==> src/rtl/spi_config_master.sv <==
// rtl/spi_config_master.sv - SPI mode-0 master streaming a fixed-length frame from a byte source
// Ports:
//   system_clock      : single clock for all logic
//   reset             : asynchronous active-low reset
//   start             : one-cycle frame request, honoured only in IDLE
//   byte_data/valid   : next byte to send (MSB first) and its qualifier
//   byte_ready        : byte_data is taken this cycle (high only in LOAD)
//   rx_data/rx_valid  : byte captured on MISO and its one-cycle strobe
//   busy/done         : frame in progress / one-cycle pulse when SS returns high
//   SCLK/MOSI/SS/MISO : SPI pins, CPOL=0 CPHA=0, SS active low
module spi_config_master #(
   parameter int CLK_DIV     = 4,
   parameter int FRAME_BYTES = 215
) (
   input  logic       system_clock,
   input  logic       reset,
   input  logic       start,
   input  logic [7:0] byte_data,
   input  logic       byte_valid,
   output logic       byte_ready,
   output logic [7:0] rx_data,
   output logic       rx_valid,
   output logic       busy,
   output logic       done,
   output logic       SCLK,
   output logic       MOSI,
   output logic       SS,
   input  logic       MISO
);

   typedef enum logic [2:0] {
      S_IDLE,
      S_SETUP,
      S_LOAD,
      S_SHIFT,
      S_TEARDOWN
   } state_t;

   localparam logic [7:0] DIV_LAST  = 8'(CLK_DIV - 1);
   localparam logic [7:0] BYTE_LAST = 8'(FRAME_BYTES - 1);

   state_t     state;
   logic [7:0] div_cnt;
   logic [2:0] bit_cnt;
   logic [7:0] byte_cnt;
   // MOSI itself is the MSB of the transmit shifter; tx_sh holds the bits still to go.
   logic [6:0] tx_sh;
   logic [7:0] rx_sh;
   logic       div_end;

   assign div_end    = (div_cnt == DIV_LAST);
   assign byte_ready = (state == S_LOAD);

   always_ff @(posedge system_clock or negedge reset) begin
      if (!reset) begin
         state    <= S_IDLE;
         div_cnt  <= 8'd0;
         bit_cnt  <= 3'd0;
         byte_cnt <= 8'd0;
         tx_sh    <= 7'd0;
         rx_sh    <= 8'd0;
         rx_data  <= 8'd0;
         rx_valid <= 1'b0;
         busy     <= 1'b0;
         done     <= 1'b0;
         SCLK     <= 1'b0;
         MOSI     <= 1'b0;
         SS       <= 1'b1;
      end else begin
         rx_valid <= 1'b0;
         done     <= 1'b0;

         case (state)
            S_IDLE: begin
               div_cnt  <= 8'd0;
               bit_cnt  <= 3'd0;
               byte_cnt <= 8'd0;
               SCLK     <= 1'b0;
               if (start) begin
                  state <= S_SETUP;
                  SS    <= 1'b0;
                  busy  <= 1'b1;
               end
            end

            // SS setup time before the first SCLK edge.
            S_SETUP: begin
               if (div_end) begin
                  div_cnt <= 8'd0;
                  state   <= S_LOAD;
               end else begin
                  div_cnt <= div_cnt + 8'd1;
               end
            end

            // Waits here with SCLK low and MOSI held until the source has a byte.
            S_LOAD: begin
               if (byte_valid) begin
                  MOSI    <= byte_data[7];
                  tx_sh   <= byte_data[6:0];
                  bit_cnt <= 3'd0;
                  div_cnt <= 8'd0;
                  state   <= S_SHIFT;
               end
            end

            S_SHIFT: begin
               if (!div_end) begin
                  div_cnt <= div_cnt + 8'd1;
               end else begin
                  div_cnt <= 8'd0;
                  if (!SCLK) begin
                     // Rising edge: capture MISO in the same cycle SCLK goes high.
                     SCLK  <= 1'b1;
                     rx_sh <= {rx_sh[6:0], MISO};
                  end else begin
                     // Falling edge: next bit goes out at the start of the low phase.
                     SCLK    <= 1'b0;
                     bit_cnt <= bit_cnt + 3'd1;
                     if (bit_cnt != 3'd7) begin
                        MOSI  <= tx_sh[6];
                        tx_sh <= {tx_sh[5:0], 1'b0};
                     end else begin
                        rx_data  <= rx_sh;
                        rx_valid <= 1'b1;
                        byte_cnt <= byte_cnt + 8'd1;
                        if (byte_cnt == BYTE_LAST) begin
                           MOSI  <= 1'b0;
                           state <= S_TEARDOWN;
                        end else begin
                           state <= S_LOAD;
                        end
                     end
                  end
               end
            end

            // SS hold time after the last SCLK edge; done lands on the SS rising cycle.
            S_TEARDOWN: begin
               if (div_end) begin
                  div_cnt <= 8'd0;
                  SS      <= 1'b1;
                  busy    <= 1'b0;
                  done    <= 1'b1;
                  state   <= S_IDLE;
               end else begin
                  div_cnt <= div_cnt + 8'd1;
               end
            end

            default: begin
               state <= S_IDLE;
               SS    <= 1'b1;
               SCLK  <= 1'b0;
               busy  <= 1'b0;
            end
         endcase
      end
   end

endmodule
==> config.mk <==
export PLATFORM = sky130hd
export DESIGN_NAME = spi_config_master
export DESIGN_NICKNAME = d
export VERILOG_FILES = /design/src/rtl/spi_config_master.sv
export SDC_FILE = /design/constraint.sdc
export NUM_CORES = 1
export LEC_CHECK = 0
export BUFFER_PORTS_ARGS = -buffer_cell sky130_fd_sc_hd__clkbuf_2
export CAP_MARGIN = 20
export CELL_PAD_IN_SITES_DETAIL_PLACEMENT = 1
export CELL_PAD_IN_SITES_GLOBAL_PLACEMENT = 1
export CORE_UTILIZATION = 46
export CTS_CLUSTER_DIAMETER = 30
export CTS_CLUSTER_SIZE = 40
export DETAILED_ROUTE_END_ITERATION = 10
export GPL_TIMING_DRIVEN = 0
export PLACE_DENSITY = 0.79
export SYNTH_ARGS = -nofsm -noshare
export SYNTH_HDL_FRONTEND = slang
export SYNTH_SLANG_ARGS = --single-unit
==> constraint.sdc <==
create_clock -name system_clock -period 2.4 [get_ports system_clock]
set_input_delay 0.24 -clock system_clock [delete_from_list [all_inputs] [get_ports system_clock]]
set_output_delay 0.24 -clock system_clock [all_outputs]
set_load 0.01 [all_outputs]
==> run metrics, run 1 <==
r2r setup slk=280 ps; Worst-Margin Slew=982.5 ps; largest net degree at the start of global routing=28; Root Driver=clkbuf_8; Clock Skews=11.62 ps; setup TNS=0 ps; GRT Total Usage=22.44%; drt via density=about 5.7; Setup crit start kind=flop; WS Path Type=flop to flop; IO buf count=27; outcome=finished, final reports clean; design area=2940 sq um; clock tree buffer depth=2; clock latency at the later pin of the worst-skew pair=320 ps; Area Overhead vs Synth=13.42%; Vias=1,964; Lkg Pwr=0.001373 uW; GRT overflow=0; TritonCTS clock tree=built; cell area after synthesis=2592 sq um; fin crit period=2123 ps; FF-to-FF Start=div_cnt[0]; CP Buf/Inv Count=1; Worst Path Arrival=approximately 2300 ps; RSZ-0062 raised after global routing=false; synth unique cells=57; slew margin rel.=33.99%; fin crit share=88.46%; layout net count=290; Die Span Y=77.07 microns; DRC=0; Reg power frac=47.6%; I/O Pins=28; critical path launch point=div_cnt[0]; n_diodes=0; CTS H-tree lvls=2; clock network fraction of total power=between 20% and 30%; commonest non-fill, non-tap cells in the layout=50 x dfrtp_1, 28 x clkbuf_2, 28 x nand2_1, 24 x mux2_2, 14 x nor2_1; post-DP HPWL=4292 microns; Post-synth ARST share=between 90% and 100%; DR WL/cell=roughly 17 microns; post-CTS setup buffer count=0; FP Rows=26; Worst Hold Class=input pin to flop; Worst EP required=2610 ps; Syn Nets=254; drt total wl=5932 microns; # setup viols final=0; top_reg_cell synth=dfrtp_1; antenna violations before repair=0; largest vdd supply drop=about 430 uV; Sink Count=51; Syn Inst Count=around 240; CP delay by family, top=simple AND/OR/NAND/NOR gates; final hold viol count=0; Resize count post-CTS=0; #FFs+latches synth=between 50 and 60; CTS clk-pin slew, worst paths=about 100 ps; CP peak stage delay=440 ps; syn avg cell area=10.99 sq um; Iter 0 DRT Violations=77; CP Cell Sequence=ha_1 > nor4b_4 > buf_6 > nand2_4 > nor3_4 > mux2_2; crit end category=flop; pwr dens=880.1 nW/um^2; die area=5940 sq um; Sw Ratio=a little over a third; TritonCTS Buffers=5; Die X=77.07 microns; Internal=1655 uW; peak fanout along the critical path=10; share of cells above drive strength 1=28.94%; worst hold path startpoint=MISO; Fmax=471.0 MHz; combinational power share=31.8%; Net Sw Power=a little over 900 uW; DP Area=2835 sq um; FILL cells=600; Post-synth EDFFs=0; Slowest cell on crit path=nor3_4; Max Cap Viol=0; core area=5270 sq um; Yosys warnings=0; post-route ant nets=0; register area share after synthesis=49.28%; commonest non-fill, non-tap cell in the layout=dfrtp_1; vias in the first global route=2,139; first-pass GRT wire length=between 10,000 and 15,000 microns; Slew Limit Fails=0; DRT Pass-1 Iters=4; starting density of the core=between 40 and 50%; RD Place Congestion=0.7495
-- cell usage after synthesis (2+ instances only) --
cell type | number | share of area (%)
or4_1 | 2 | 0.58
xnor2_1 | 3 | 1.0
o211ai_1 | 3 | 0.87
buf_2 | 3 | 0.58
nand2_1 | 28 | 4.1
o2111ai_1 | 2 | 0.68
mux2_2 | 24 | 10
a21o_1 | 2 | 0.58
o21bai_1 | 2 | 0.58
a211oi_1 | 4 | 1.2
nand2b_1 | 3 | 0.72
xor2_1 | 3 | 1.0
a22o_1 | 4 | 1.4
o21ai_0 | 7 | 1.4
dfrtp_1 | 50 | 48
clkbuf_1 | 5 | 0.72
ha_1 | 5 | 2.4
or2_2 | 2 | 0.48
nand4_1 | 2 | 0.48
and4_1 | 2 | 0.68
nor4b_4 | 2 | 1.8
a211o_1 | 2 | 0.68
nor2_1 | 14 | 2.0
nor3_4 | 2 | 1.3
inv_1 | 4 | 0.58
nand3b_1 | 2 | 0.58
or3_1 | 6 | 1.4
a21oi_1 | 9 | 1.7
nor3b_1 | 2 | 0.58
nand3_1 | 9 | 1.7
nor3_1 | 2 | 0.39
-- logic make-up after synthesis --
family	Yosys count	synth area share, %
muxes	25	10.81
DFF	51	49.28
AOI/OAI and AO/OA	48	13.18
and+or+nand+nor	87	19.79
xor gates and xnor gates	6	2.027
adders and majority gates	5	2.413
buffers and inverters	14	2.509
-- worst register-to-register path, cell delays in order (launching register included) --
cell	delay (ps)
dfrtp_1	390
ha_1	220
nor4b_4	290
buf_6	200
nand2_4	80
nor3_4	440
mux2_2	390
-- timing repair --
| action | CTS | global route |
|---|---|---|
| endpoints found under the setup margin | 0 | 0 |
| endpoints found under the hold margin | 26 | 0 |
| hold buffers | 1 | 0 |
-- final timing paths --
check | to | depth (start not counted)
worst min register to register | tx_sh[0] | 1
max in group asynchronous | SS | 3
worst max register to register | rx_sh[2] | 6
worst min-delay path | rx_sh[0] | 2
worst max-delay path | rx_sh[2] | 6
min in group asynchronous | div_cnt[5] | 2
-- final cells by class --
class	instances	area (sq um)	area share [%]
Clock buffer	5	68.82	2.340
Sequential cell	51	1277	43.45
Tap cell	70	87.58	2.979
Buffer	10	50.05	1.702
Multi-Input combinational cell	171	1250	42.51
Clock inverter	3	26.28	0.8936
Inverter	4	15.01	0.5106
Timing Repair Buffer	29	165.2	5.617
-- power groups by stage --
| stage | clock network, uW | logic [uW] | registers (uW) |
|---|---|---|---|
| floorplan | 0 | 599 | 1220 |
| global placement | 0 | 792 | 1240 |
| detailed placement | 0 | 828 | 1250 |
| CTS | 546 | 834 | 1230 |
| global route | 572 | 913 | 1260 |
| finish | 534 | 822 | 1230 |
-- state kept, by name, indices dropped and copies added, names as in the netlist --
| name | cells |
|---|---|
| rx_valid | 1 |
| SS | 1 |
| SCLK | 1 |
| byte_cnt | 8 |
| bit_cnt | 3 |
| tx_sh | 7 |
| done | 1 |
| div_cnt | 8 |
| state | 3 |
| MOSI | 1 |
| rx_sh | 8 |
| rx_data | 8 |
| busy | 1 |
-- stage by stage --
stage          worst slack, ps  hold slack (ps)  utilization [%]  cells  total power (uW)
5_1_grt                  148.3            171.5            55.79    343              2746
4_1_cts                  260.0            163.6            55.79    343              2611
3_5_place_dp             271.4            318.4            53.80    334              2075
2_1_floorplan            599.2           -55.59                -    236              1819
6_report                 277.0            164.1            55.79    343              2588
3_3_place_gp             325.2            468.4            53.42    333              2031
-- layer usage --
layer | share of wire (%) | wire [microns] | global-route usage (%) | vias up
met5 | 0 | 0 | 0 | -
met4 | 2.0 | 120 | 7.736 | 0
met3 | 2.8 | 169 | 4.762 | 11
met2 | 48 | 2863 | 37.50 | 33
met1 | 47 | 2778 | 28.84 | 987
li1 | - | - | - | 933
Power figures use the tool's default switching activity.
==> inputs of run 2 (changes only) <==
Settings changed: REMOVE_ABC_BUFFERS set to 1.
==> run 2 against run 1 <==
Compared with the run above:
- clock-buffer cell count is 1 higher
- setup slack worse by 75 ps
- maximum frequency is 3.4% lower
- critical endpoint is now byte_cnt[3]
- worst hold slack better by 3.9 ps
==> run metrics, run 2 (synthesis results as in run 1) <==
clock tree buffer depth=2 (unchanged); first-pass GRT wire length=10,250 microns (-0.80%); Vias=1,984 (+1.0%); combinational power share=31.0% (-0.8 points); largest vdd supply drop=448.1 uV (+4.9%); n_diodes=0 (unchanged); I/O Pins=28 (unchanged); Max Cap Viol=0 (unchanged); Die X=77.07 microns (unchanged); CP Cell Sequence=and3b_2 > nand4_1 > buf_4 > or4_1 > nand2_1; Pwr Total=2558 uW (-1.2%); GRT overflow=0 (unchanged); GRT busiest layer=met2; met1 Use GR=29.52% (+0.68 points); final hold slack=167.9 ps (+3.850 ps); fin crit share=91.57% (+3.1 points); post-route ant nets=0 (unchanged); GR Util met3=4.524% (-0.24 points); TritonCTS Buffers=5 (unchanged); FILL cells=619 (+3.2%); TritonCTS clock tree=built; Internal=1648 uW (-0.43%); Worst-Margin Slew=877.5 ps (-105.0 ps); RD Place Congestion=0.7696 (+2.7%); Die Span Y=77.07 microns (unchanged); DR WL/cell=17.81 microns (+3.0%); CTS clk-pin slew, worst paths=90 ps (about the same); Iter 0 DRT Violations=134 (+74%); GRT Total Usage=22.37% (-0.074 points); Worst EP required=2650 ps (+40 ps); Worst Hold Class=input pin to flop; DRT Pass-1 Iters=4 (unchanged); RSZ-0062 raised after global routing=false; vias in the first global route=2,059 (-3.7%); CTS H-tree lvls=2 (unchanged); IO buf count=27 (unchanged); peak fanout along the critical path=19 (+9); pwr dens=871.8 nW/um^2 (-0.94%); drt total wl=6056 microns (+2.1%); commonest non-fill, non-tap cell in the layout=dfrtp_1; Lkg Pwr=0.001376 uW (+0.24%); Fmax=455.0 MHz (-3.4%); drt via density=5.835 (+1.9%); DRC=0 (unchanged); antenna violations before repair=0 (unchanged); Worst Path Arrival=2450 ps (+120 ps); clock latency at the later pin of the worst-skew pair=300 ps (-20 ps); Area Overhead vs Synth=13.18%; post-DP HPWL=4239 microns (-1.2%); die area=5940 sq um (unchanged); share of cells above drive strength 1=30.00% (+1.1 points); Net Sw Power=910.1 uW (-2.4%); met2 usage=37.23% (-0.27 points); Setup crit start kind=flop; Reg power frac=49.9% (+2.3 points); Clock Skews=5.639 ps (-5.984 ps); Slew Limit Fails=0 (unchanged); FP Rows=26 (unchanged); largest net degree at the start of global routing=36 (+29%); crit end category=flop; outcome=finished, final reports clean; starting density of the core=49.19% (unchanged); design area=2934 sq um (-0.21%); dpl ws=-364.4 ps (-635.8 ps); Sink Count=51 (unchanged); # setup viols final=0 (unchanged); WS Path Type=flop to flop; DP Area=2785 sq um (-1.8%); core area=5270 sq um (unchanged); CP peak stage delay=710 ps (+270 ps); slew margin rel.=41.05% (+7.1 points); clock network fraction of total power=19.1% (-1.5 points); commonest non-fill, non-tap cells in the layout=50 x dfrtp_1, 28 x nand2_1, 27 x clkbuf_2, 24 x mux2_2, 14 x nor2_1; Root Driver=clkbuf_8; Sw Ratio=35.58% (-0.47 points); Setup WS post-layout=202.4 ps (-74.59 ps); Slowest cell on crit path=dfrtp_1; layout net count=287 (-1.0%); final hold viol count=0 (unchanged); fin crit period=2198 ps (+74.59 ps)
[run 2: changes by cell type in the layout (fill, tap and decap cells not counted), sizes merged]
cell      change
buf           +3
clkbuf        -5
clkinvlp      +1
inv           -2
[run 2: final timing paths]
| check | start | cells past startpoint | end | slack, ps |
|---|---|---|---|---|
| setup / recovery | state[0] | 5 | byte_cnt[3] | 200 |
| hold / removal | MISO | 2 | rx_sh[0] | 170 |
| setup reg to reg | state[0] | 5 | byte_cnt[3] | 200 |
| hold reg to reg | tx_sh[0] | 1 | tx_sh[0] | 500 |
| max in group asynchronous | reset | 3 | SS | 1390 |
| min in group asynchronous | reset | 2 | div_cnt[1] | 410 |
[run 2: power by group through the flow]
stage | clock (uW) | combinational [uW] | sequential (uW)
4_1_cts | 504 | 765 | 1280
3_3_place_gp | 0 | 715 | 1270
5_1_grt | 533 | 885 | 1310
6_report | 490 | 792 | 1280
3_5_place_dp | 0 | 760 | 1290
2_1_floorplan | 0 | 551 | 1240
[run 2: timing repair]
action                                  in CTS  in global routing
endpoints found under the setup margin      10                 32
hold buffers                                 1                  0
gates resized for setup                      0                  1
pin swaps                                    1                  2
endpoints found under the hold margin       16                  0
setup buffers                                2                  5
[run 2: through the flow]
stage / instances / utilization, % / setup TNS, ps
after floorplan: 226 / - / 0
after global placement: 323 / 52.47 / -1404
after detailed placement: 324 / 52.85 / -1621
after CTS: 335 / 54.94 / 0
after global routing: 340 / 55.67 / 0
final: 340 / 55.67 / 0
[run 2: routing by layer]
layer	vias to the layer above	wire, microns
li1	919	-
met1	1023	2693
met2	36	3082
met3	6	221
met4	0	59
met5	-	0
[run 2: critical path: cells and delay by family (launching register included)]
family | cells | cell delay [ps]
simple gates | 4 | 1240
flops | 1 | 710
buf+inv | 1 | 190
[run 2: final cells by class]
| cell class | instances | area, sq um | share of cell area [%] |
|---|---|---|---|
| clock buffer | 6 | 72.57 | 2.473 |
| clock inverter | 2 | 12.51 | 0.4264 |
| inverter | 4 | 15.01 | 0.5117 |
| multi-input combinational | 171 | 1251 | 42.64 |
| sequential | 51 | 1277 | 43.54 |
| tap | 70 | 87.58 | 2.985 |
| timing repair buffer | 36 | 217.7 | 7.420 |
